## src/rtl/retire_queue_if.sv

```systemverilog
// Bundle of the dispatch, CDB, register-file and tag-return signals around the
// retirement queue; the queue takes the slave modport.
interface retire_queue_if #(
  parameter int DSIZE = 5,
  parameter int RSIZE = 5,
  parameter int WSIZE = 32
);
  // Strobe semantics: Dispatch_en, CDB_Valid and RB_Tag_Valid each qualify
  // their payload for exactly the cycle they are high. Nothing is stalled back:
  // a dispatch while rq_full is dropped, and RF_Ready only gates retirement.
  logic             Dispatch_en;
  logic [DSIZE-1:0] Dispatch_Tag;
  logic [RSIZE-1:0] Dispatch_Rd;
  logic             CDB_Valid;
  logic [DSIZE-1:0] CDB_Tag;
  logic [WSIZE-1:0] CDB_Data;
  logic             RF_Ready;
  logic             RB_Tag_Valid;
  logic [DSIZE-1:0] RB_Tag;
  logic [RSIZE-1:0] RB_Rd;
  logic [WSIZE-1:0] RB_Data;
  logic             rq_full;
  logic             rq_empty;

  modport master (
    output Dispatch_en, Dispatch_Tag, Dispatch_Rd,
    output CDB_Valid, CDB_Tag, CDB_Data, RF_Ready,
    input  RB_Tag_Valid, RB_Tag, RB_Rd, RB_Data, rq_full, rq_empty
  );

  modport slave (
    input  Dispatch_en, Dispatch_Tag, Dispatch_Rd,
    input  CDB_Valid, CDB_Tag, CDB_Data, RF_Ready,
    output RB_Tag_Valid, RB_Tag, RB_Rd, RB_Data, rq_full, rq_empty
  );
endinterface

```

## src/rtl/retire_queue.sv

```systemverilog
// In-order retirement queue: records dispatched tags, captures CDB results and
// retires completed heads in program order, returning each tag to the tag FIFO.
module retire_queue #(
  parameter int DSIZE = 5,
  parameter int ASIZE = 5,
  parameter int RSIZE = 5,
  parameter int WSIZE = 32
) (
  input logic          clock,
  input logic          reset,
  retire_queue_if.slave rq
);
  localparam int DEPTH = 1 << ASIZE;

  logic [ASIZE:0]   wptr_q, rptr_q;
  logic [DEPTH-1:0] valid_q, done_q;
  logic [DSIZE-1:0] tag_q  [DEPTH];
  logic [RSIZE-1:0] rd_q   [DEPTH];
  logic [WSIZE-1:0] data_q [DEPTH];

  logic             rb_valid_q;
  logic [DSIZE-1:0] rb_tag_q;
  logic [RSIZE-1:0] rb_rd_q;
  logic [WSIZE-1:0] rb_data_q;

  logic             empty, full, push, retire;
  logic [ASIZE-1:0] widx, ridx;
  logic [DEPTH-1:0] cdb_hit;

  assign widx   = wptr_q[ASIZE-1:0];
  assign ridx   = rptr_q[ASIZE-1:0];
  assign empty  = (wptr_q == rptr_q);
  assign full   = (wptr_q[ASIZE] != rptr_q[ASIZE]) && (widx == ridx);
  assign push   = rq.Dispatch_en && !full;
  assign retire = !empty && done_q[ridx] && rq.RF_Ready;

  // Only pending entries can match, so a slot being pushed this edge (still
  // invalid) and an already-done entry are both immune to the broadcast.
  always_comb begin
    cdb_hit = '0;
    for (int i = 0; i < DEPTH; i++) begin
      cdb_hit[i] = rq.CDB_Valid && valid_q[i] && !done_q[i] && (tag_q[i] == rq.CDB_Tag);
    end
  end

  always_ff @(posedge clock or negedge reset) begin
    if (!reset) begin
      wptr_q     <= '0;
      rptr_q     <= '0;
      valid_q    <= '0;
      done_q     <= '0;
      rb_valid_q <= 1'b0;
      rb_tag_q   <= '0;
      rb_rd_q    <= '0;
      rb_data_q  <= '0;
    end else begin
      for (int i = 0; i < DEPTH; i++) begin
        if (cdb_hit[i]) done_q[i] <= 1'b1;
      end
      if (push) begin
        valid_q[widx] <= 1'b1;
        done_q[widx]  <= 1'b0;
        wptr_q        <= wptr_q + 1'b1;
      end
      rb_valid_q <= retire;
      if (retire) begin
        rb_tag_q      <= tag_q[ridx];
        rb_rd_q       <= rd_q[ridx];
        rb_data_q     <= data_q[ridx];
        valid_q[ridx] <= 1'b0;
        rptr_q        <= rptr_q + 1'b1;
      end
    end
  end

  // Payload storage needs no reset: valid/done bits gate every use of it.
  always_ff @(posedge clock) begin
    for (int i = 0; i < DEPTH; i++) begin
      if (cdb_hit[i]) data_q[i] <= rq.CDB_Data;
    end
    if (push) begin
      tag_q[widx] <= rq.Dispatch_Tag;
      rd_q[widx]  <= rq.Dispatch_Rd;
    end
  end

  assign rq.RB_Tag_Valid = rb_valid_q;
  assign rq.RB_Tag       = rb_tag_q;
  assign rq.RB_Rd        = rb_rd_q;
  assign rq.RB_Data      = rb_data_q;
  assign rq.rq_full      = full;
  assign rq.rq_empty     = empty;
endmodule

```

## src/flat_wrapper.sv

```systemverilog
// flat-port wrapper written by rule: the top's interface ports become plain ports
module retire_queue_flat 
#(
  parameter int DSIZE = 5,
  parameter int ASIZE = 5,
  parameter int RSIZE = 5,
  parameter int WSIZE = 32
)
  (clock, reset, rq_Dispatch_en, rq_Dispatch_Tag, rq_Dispatch_Rd, rq_CDB_Valid, rq_CDB_Tag, rq_CDB_Data, rq_RF_Ready, rq_RB_Tag_Valid, rq_RB_Tag, rq_RB_Rd, rq_RB_Data, rq_rq_full, rq_rq_empty);
  retire_queue_if #(.DSIZE(DSIZE), .RSIZE(RSIZE), .WSIZE(WSIZE)) rq_i ();
  input logic clock;
  input logic reset;
  input wire logic [$bits(rq_i.Dispatch_en)-1:0] rq_Dispatch_en;
  input wire logic [$bits(rq_i.Dispatch_Tag)-1:0] rq_Dispatch_Tag;
  input wire logic [$bits(rq_i.Dispatch_Rd)-1:0] rq_Dispatch_Rd;
  input wire logic [$bits(rq_i.CDB_Valid)-1:0] rq_CDB_Valid;
  input wire logic [$bits(rq_i.CDB_Tag)-1:0] rq_CDB_Tag;
  input wire logic [$bits(rq_i.CDB_Data)-1:0] rq_CDB_Data;
  input wire logic [$bits(rq_i.RF_Ready)-1:0] rq_RF_Ready;
  output wire logic [$bits(rq_i.RB_Tag_Valid)-1:0] rq_RB_Tag_Valid;
  output wire logic [$bits(rq_i.RB_Tag)-1:0] rq_RB_Tag;
  output wire logic [$bits(rq_i.RB_Rd)-1:0] rq_RB_Rd;
  output wire logic [$bits(rq_i.RB_Data)-1:0] rq_RB_Data;
  output wire logic [$bits(rq_i.rq_full)-1:0] rq_rq_full;
  output wire logic [$bits(rq_i.rq_empty)-1:0] rq_rq_empty;
  assign rq_i.Dispatch_en = rq_Dispatch_en;
  assign rq_i.Dispatch_Tag = rq_Dispatch_Tag;
  assign rq_i.Dispatch_Rd = rq_Dispatch_Rd;
  assign rq_i.CDB_Valid = rq_CDB_Valid;
  assign rq_i.CDB_Tag = rq_CDB_Tag;
  assign rq_i.CDB_Data = rq_CDB_Data;
  assign rq_i.RF_Ready = rq_RF_Ready;
  assign rq_RB_Tag_Valid = rq_i.RB_Tag_Valid;
  assign rq_RB_Tag = rq_i.RB_Tag;
  assign rq_RB_Rd = rq_i.RB_Rd;
  assign rq_RB_Data = rq_i.RB_Data;
  assign rq_rq_full = rq_i.rq_full;
  assign rq_rq_empty = rq_i.rq_empty;
  retire_queue #(.DSIZE(DSIZE), .ASIZE(ASIZE), .RSIZE(RSIZE), .WSIZE(WSIZE)) u_core (.clock(clock), .reset(reset), .rq(rq_i));
endmodule
```

## config.mk

```make
export PLATFORM = sky130hd
export DESIGN_NAME = retire_queue_flat
export DESIGN_NICKNAME = d
export VERILOG_FILES = /design/src/rtl/retire_queue_if.sv /design/src/rtl/retire_queue.sv /design/src/flat_wrapper.sv
export SDC_FILE = /design/constraint.sdc
export NUM_CORES = 2
export LEC_CHECK = 0
export CAP_MARGIN = 10
export CORE_ASPECT_RATIO = 2
export CORE_MARGIN = 8
export CORE_UTILIZATION = 45
export CTS_BUF_LIST = sky130_fd_sc_hd__clkbuf_8 sky130_fd_sc_hd__clkbuf_16
export DETAILED_ROUTE_END_ITERATION = 6
export DONT_BUFFER_PORTS = 1
export GPL_ROUTABILITY_DRIVEN = 1
export SETUP_SLACK_MARGIN = 0.15
export SLEW_MARGIN = 40
export SYNTH_ARGS = -nofsm -noshare
export SYNTH_HDL_FRONTEND = slang
export SYNTH_SLANG_ARGS = --single-unit
```

## constraint.sdc

```tcl
create_clock -name clock -period 3.3 [get_ports clock]
set_clock_uncertainty 0.05 [all_clocks]
set_input_delay 0.33 -clock clock [delete_from_list [all_inputs] [get_ports clock]]
set_output_delay 0.33 -clock clock [all_outputs]
set_load 0.02 [all_outputs]
```

# After elaboration in Yosys (flattened, before gate mapping)
# Memory sizes are Yosys's and may differ from the RTL's. A register that Yosys moved wholly into a read port is not among the register bits.
# Cells that the tools add are included.
[totals]
ff_bits = 77
ram_bits = 1344
inputBits = 52
out_inout_bits = 45
word_cells = 300
memories = 3
[classes]
n_addsub = 2
n_lt_le_gt_ge = 4
eq_ne = 35
mux = 107
bitwise = 5
reduce_logical = 139
[mem_list]
columns = ["memory", "words", "width", "read_ports", "rd_ports_with_merged_regs", "wr", "line_no", "rtl"]
rows = [
  ["u_core.data_q", 32, 32, 1, 1, 32, "retire_queue.sv:19", "logic [WSIZE-1:0] data_q [DEPTH];"],
  ["u_core.rd_q", 32, 5, 1, 1, 1, "retire_queue.sv:18", "logic [RSIZE-1:0] rd_q [DEPTH];"],
  ["u_core.tag_q", 32, 5, 33, 1, 1, "retire_queue.sv:17", "logic [DSIZE-1:0] tag_q [DEPTH];"],
]
[op_table]
columns = ["op", "count"]
rows = [
  ["5-bit == test", 33],
  ["1-bit logical AND", 102],
  ["1-bit two-way mux", 101],
  ["32-bit two-way mux", 3],
  ["32-bit bitwise AND", 2],
  ["32-bit inverter", 2],
  ["1-bit zero test", 37],
  ["32-bit bitwise OR", 1],
  ["6-bit by 1-bit adder with 6-bit output, second input constant", 2],
  ["5-bit by 6-bit < comparator with 1-bit output, second input constant", 2],
  ["1-bit demux with 5-bit select", 2],
  ["5-bit by 1-bit greater-or-equal comparator with 1-bit output, second input constant", 2],
  ["6-bit == test", 1],
  ["1-bit binary-select mux with 5-bit select", 1],
  ["1-bit != test", 1],
]

# Longest topological paths before layout
[depth]
ltp_word = 8
ltp_mapped = 10
depth_no_buf = 5

# Worst setup path after synthesis
# Ideal clock, no wire load.
[synth_path]
path_kind = "input to register"
startpoint = "input port rq_CDB_Tag[2]"
endpoint = "memory u_core.data_q[30][0], enable pin"
setup_time_ns = 0.464
arrival_ns = 3.554
required_ns = 2.786
path_slack_ns = -0.768
stages = 5
path_buffers = 2
path_cell_list = "clkbuf_1 buf_1 xnor2_1 nand4_1 nor3_1"
[synth_lines]
columns = ["item", "line_no", "rtl"]
rows = [
  ["start, declared", "flat_wrapper.sv:17", "input wire logic [$bits(rq_i.CDB_Tag)-1:0] rq_CDB_Tag;"],
  ["end, declared", "retire_queue.sv:19", ""],
]

# Worst setup path in the final report
[layout_path]
startpoint = "register u_core.rptr_q[0]"
endpoint = "register u_core.rb_data_q[16], in the netlist u_core.rq.RB_Data[16], read port of u_core.data_q"
[layout_via]
elab_chain_cells = 4
word_cells_on_any_way = 6
cone_classes = "eq/ne (1); mux (2); reduce/logical (3)"
[layout_rtl]
columns = ["item", "line_no", "rtl"]
rows = [
  ["start, declared", "retire_queue.sv:15", "logic [ASIZE:0] wptr_q, rptr_q;"],
  ["start signal, assigned", "retire_queue.sv:71", "rptr_q <= rptr_q + 1'b1;"],
  ["1-bit binary-select mux with 5-bit select / 6-bit == test (equally long branches)", "retire_queue.sv:35, retire_queue.sv:32", ""],
  ["1-bit two-way mux (implied by the code) / 1-bit zero test (equally long branches)", "retire_queue.sv:35", "assign retire = !empty && done_q[ridx] && rq.RF_Ready;"],
  ["1-bit logical AND (2 in series)", "retire_queue.sv:35", ""],
  ["end, declared", "retire_queue.sv:24", "logic [WSIZE-1:0] rb_data_q;"],
]
# Parallel ways exist; a longest one is shown, timed or not. The select of a mux whose other input is x is not followed.
# A chain may end at the register's enable or synchronous reset.

==> results.md <==
* Post-DR wirelength/cell at 33.2 microns
* Register area share after synthesis at 74.6%
* Crit Path Category: flip-flop to flip-flop
* Layout fillers at 10267
* Leak Pwr at 23.3 nW
* Clock Latency Late Sink at around 0.74 ns
* Clk root buf: clkbuf_16
* CTS Buffer Depth at 3
* Vias at 31851
* PD cells at 733 mW/mm^2
* Warnings, synthesis at 0
* Post-synth EDFFs at around 1300
* Largest net degree at the start of global routing at 120
* RD Place Congestion at 0.919
* Area occupied by multi-input gates at 0.0143 sq mm
* Initial antenna violation count at 3
* Initial detailed-routing violation count at 2502
* Worst path cell trace: buf_4 -> buf_4 -> mux2i_1 -> o22ai_1 -> nor4_1 -> nand2_1 -> mux2_1
* Yosys cell types at 61
* Crit-path most repeated cell: buf_4
* Crit. path cell count at 7
* Share of layout cells above drive strength 1 at 13.4%
* Max Slew Vio Count at 0
* GR Util All Layers at 24.5%
* Worst-path maximum fanout at 23
* RSZ-0062 raised after global routing: false
* Commonest non-fill, non-tap cells in the layout: edfxtp_1 (1344), mux2i_1 (659), o22ai_1 (324)
* CORE AREA at 0.128 sq mm
* CP endpoint: u_core.rq.RB_Data[16]
* DRT antenna net count at 0
* R2r startpoint: u_core.rptr_q[0]
* Clk sinks at 1463
* Sequential Area at 0.0433 sq mm
* Worst VDD drop at 583 uV
* Outcome: complete, no violations
* Placed inst area at 0.0618 sq mm
* Min cycle time layout at roughly 3.0 ns
* Max transition margin at 42.7%
* H-tree depth at 3
* Die ar. at 0.141 sq mm
* Syn Inst Count at 3372
* I/O Pins at 97
* Crit. End Element: flip-flop
* CP Data Arrival Time at 3.58 ns
* Worst-path cell with the longest stage delay: nor4_1
* FF-to-FF setup slack at 0.28 ns
* Vias in the first global route at 32731
* Mapped Avg Cell Area at around 17 sq um
* Slowest stage delay, CP at 0.68 ns
* Min-delay worst type: input pin to flip-flop
* Final Cycle Share at 91.6%
* Die X at 270 microns
* Yosys reg bits at ~1500
* Synthesized area at 0.0581 sq mm
* Worst setup path startpoint: u_core.rptr_q[0]
* Die Ht at 524 microns
* TritonCTS buffer count at 118
* Row cnt at 186
* GR Overflow Total at 0
* Most common cell after layout, fill and taps aside: edfxtp_1
* Slew @ Worst Pin at 0.859 ns
* Vias per cell at 5.99
* Worst path bufs/invs at 2
* First-pass GRT wire length at 246000 microns
* CP top delay family: buffers and inverters
* Top_reg_cell synth: edfxtp_1
* Worst R2R Path Depth at 7
* Max-Cap Viols at 0
* R2r endpoint: u_core.rq.RB_Data[16]
* Hold_ws at 0.0358 ns
* CP Launch Type: flip-flop
* Layout area overhead at 14.1%
* Layout Utilization at a little over 50%
* Fin nets at 3579
* Post-CTS Setup Bufs at 0
* Fin area at 0.0662 sq mm
* Setup_tns at 0 ns
* CTS tree: built
* Final setup viols at 0
* Net Count, Synth at 3432
* Detail Placement HPWL at 105000 microns
* PortBufs at 0
* Final Hold Fails at 0
* Drt drc at 0
* Drt total wl at 176000 microns
* Clk slew on worst S/H paths at 0.07 ns
* WP data required at between 3 and 4 ns
* Initial Util at 45.3%
* Asr flop ratio synth at between 8 and 9%
* Initial DRT Pass Iterations at 5
* FMAX at 331 MHz
## kinds of logic (layout without fill, tap and decap cells)
family,after synthesis,count (layout),share of synthesized area [%]
muxes,720,720,12.8
other,0,2,0
buffers and inverters,211,463,1.64
adders and majority gates,8,8,0.172
AOI/OAI and AO/OA,436,436,4.80
xor gates and xnor gates,175,175,2.64
DFF,1463,1463,74.6
and+or+nand+nor,359,359,3.31
## cells in the mapped netlist, types with 3 or more instances
master | instances | area (sq um)
edfxtp_1 | 1344 | 40400
mux2i_1 | 659 | 6600
o22ai_1 | 324 | 2030
xnor2_1 | 171 | 1500
dfrtp_1 | 119 | 2980
clkbuf_1 | 83 | 312
buf_2 | 82 | 410
nor2_1 | 80 | 300
nor4_1 | 77 | 482
a21oi_1 | 50 | 250
nand2_1 | 48 | 180
mux2_1 | 43 | 484
nand3_1 | 39 | 195
nor3_1 | 38 | 190
nand4_1 | 37 | 231
buf_1 | 28 | 105
a31oi_1 | 24 | 150
mux4_2 | 13 | 293
buf_4 | 9 | 67.6
a2bb2oi_1 | 8 | 70.1
ha_1 | 8 | 100
inv_1 | 6 | 22.5
o21ai_0 | 6 | 30.0
mux2_2 | 5 | 56.3
nand4bb_1 | 5 | 56.3
nor3b_1 | 5 | 37.5
and3b_1 | 4 | 35.0
nand4b_1 | 4 | 35.0
xor2_1 | 4 | 35.0
buf_6 | 3 | 33.8
o311a_1 | 3 | 30.0
or2_2 | 3 | 18.8
or3_1 | 3 | 18.8
## timing repair
| item | in CTS | in global routing |
|---|---|---|
| hold buffers | 54 | 0 |
| hold endpoints to repair | 1491 | 0 |
| gates resized for setup | 1 | 1 |
| setup endpoints to repair | 1 | 1 |
## registers in the layout, summed over array words and instances, names as in the netlist, 6 cells and up
name	cells
u_core.data_q	1024
u_core.done_q	32
u_core.rd_q	160
u_core.rptr_q	6
u_core.rq.RB_Data	32
u_core.tag_q	160
u_core.valid_q	32
u_core.wptr_q	6
## report_power, final
part           internal [mW]  leakage, nW  switching (mW)
clock network           7.55         1.97            6.70
registers               21.2         13.6            1.30
logic                   4.82         7.71            6.93
total                   33.6         23.3            14.9
## layout make-up
class	instances	share of cell area, %
flip-flops and latches	1463	65.4
multi-input cells	1698	21.5
clock buffers	122	4.56
repair buffers	232	3.89
well taps	1692	3.20
clock inverters	103	1.31
inverters	6	0.0340
diodes	2	0.00756
## stage by stage
stage	worst slack, ns	std cells	power, mW
after global routing	0.164	5317	50.1
after global placement	0.197	5033	34.3
after CTS	0.180	5315	48.8
after detailed placement	0.185	5036	34.4
after floorplan	0.226	3372	30.3
final	0.276	5318	48.5
## worst min-delay path by stage
stage | startpoint | end | cells after the start
finish | rq_CDB_Tag[1] | u_core.data_q[21][24] | 3
CTS | rq_CDB_Tag[1] | u_core.data_q[21][23] | 3
global placement | reset | u_core.wptr_q[5] | 0
floorplan | reset | u_core.done_q[0] | 0
detailed placement | reset | u_core.wptr_q[5] | 0
global route | rq_CDB_Tag[1] | u_core.data_q[21][24] | 3
## worst min-delay path, stage by stage
cell and delay, ns:
xnor2_1 0.06, nand3_1 0.13, nor3_4 0.10
## layer usage
metal / track usage, % / routed length [microns]
met4: 14.5 / 12200
met3: 3.95 / 9710
met1: 26.0 / 60500
met5: 0 / 12
met2: 45.2 / 94100
Power figures use the tool's default switching activity.
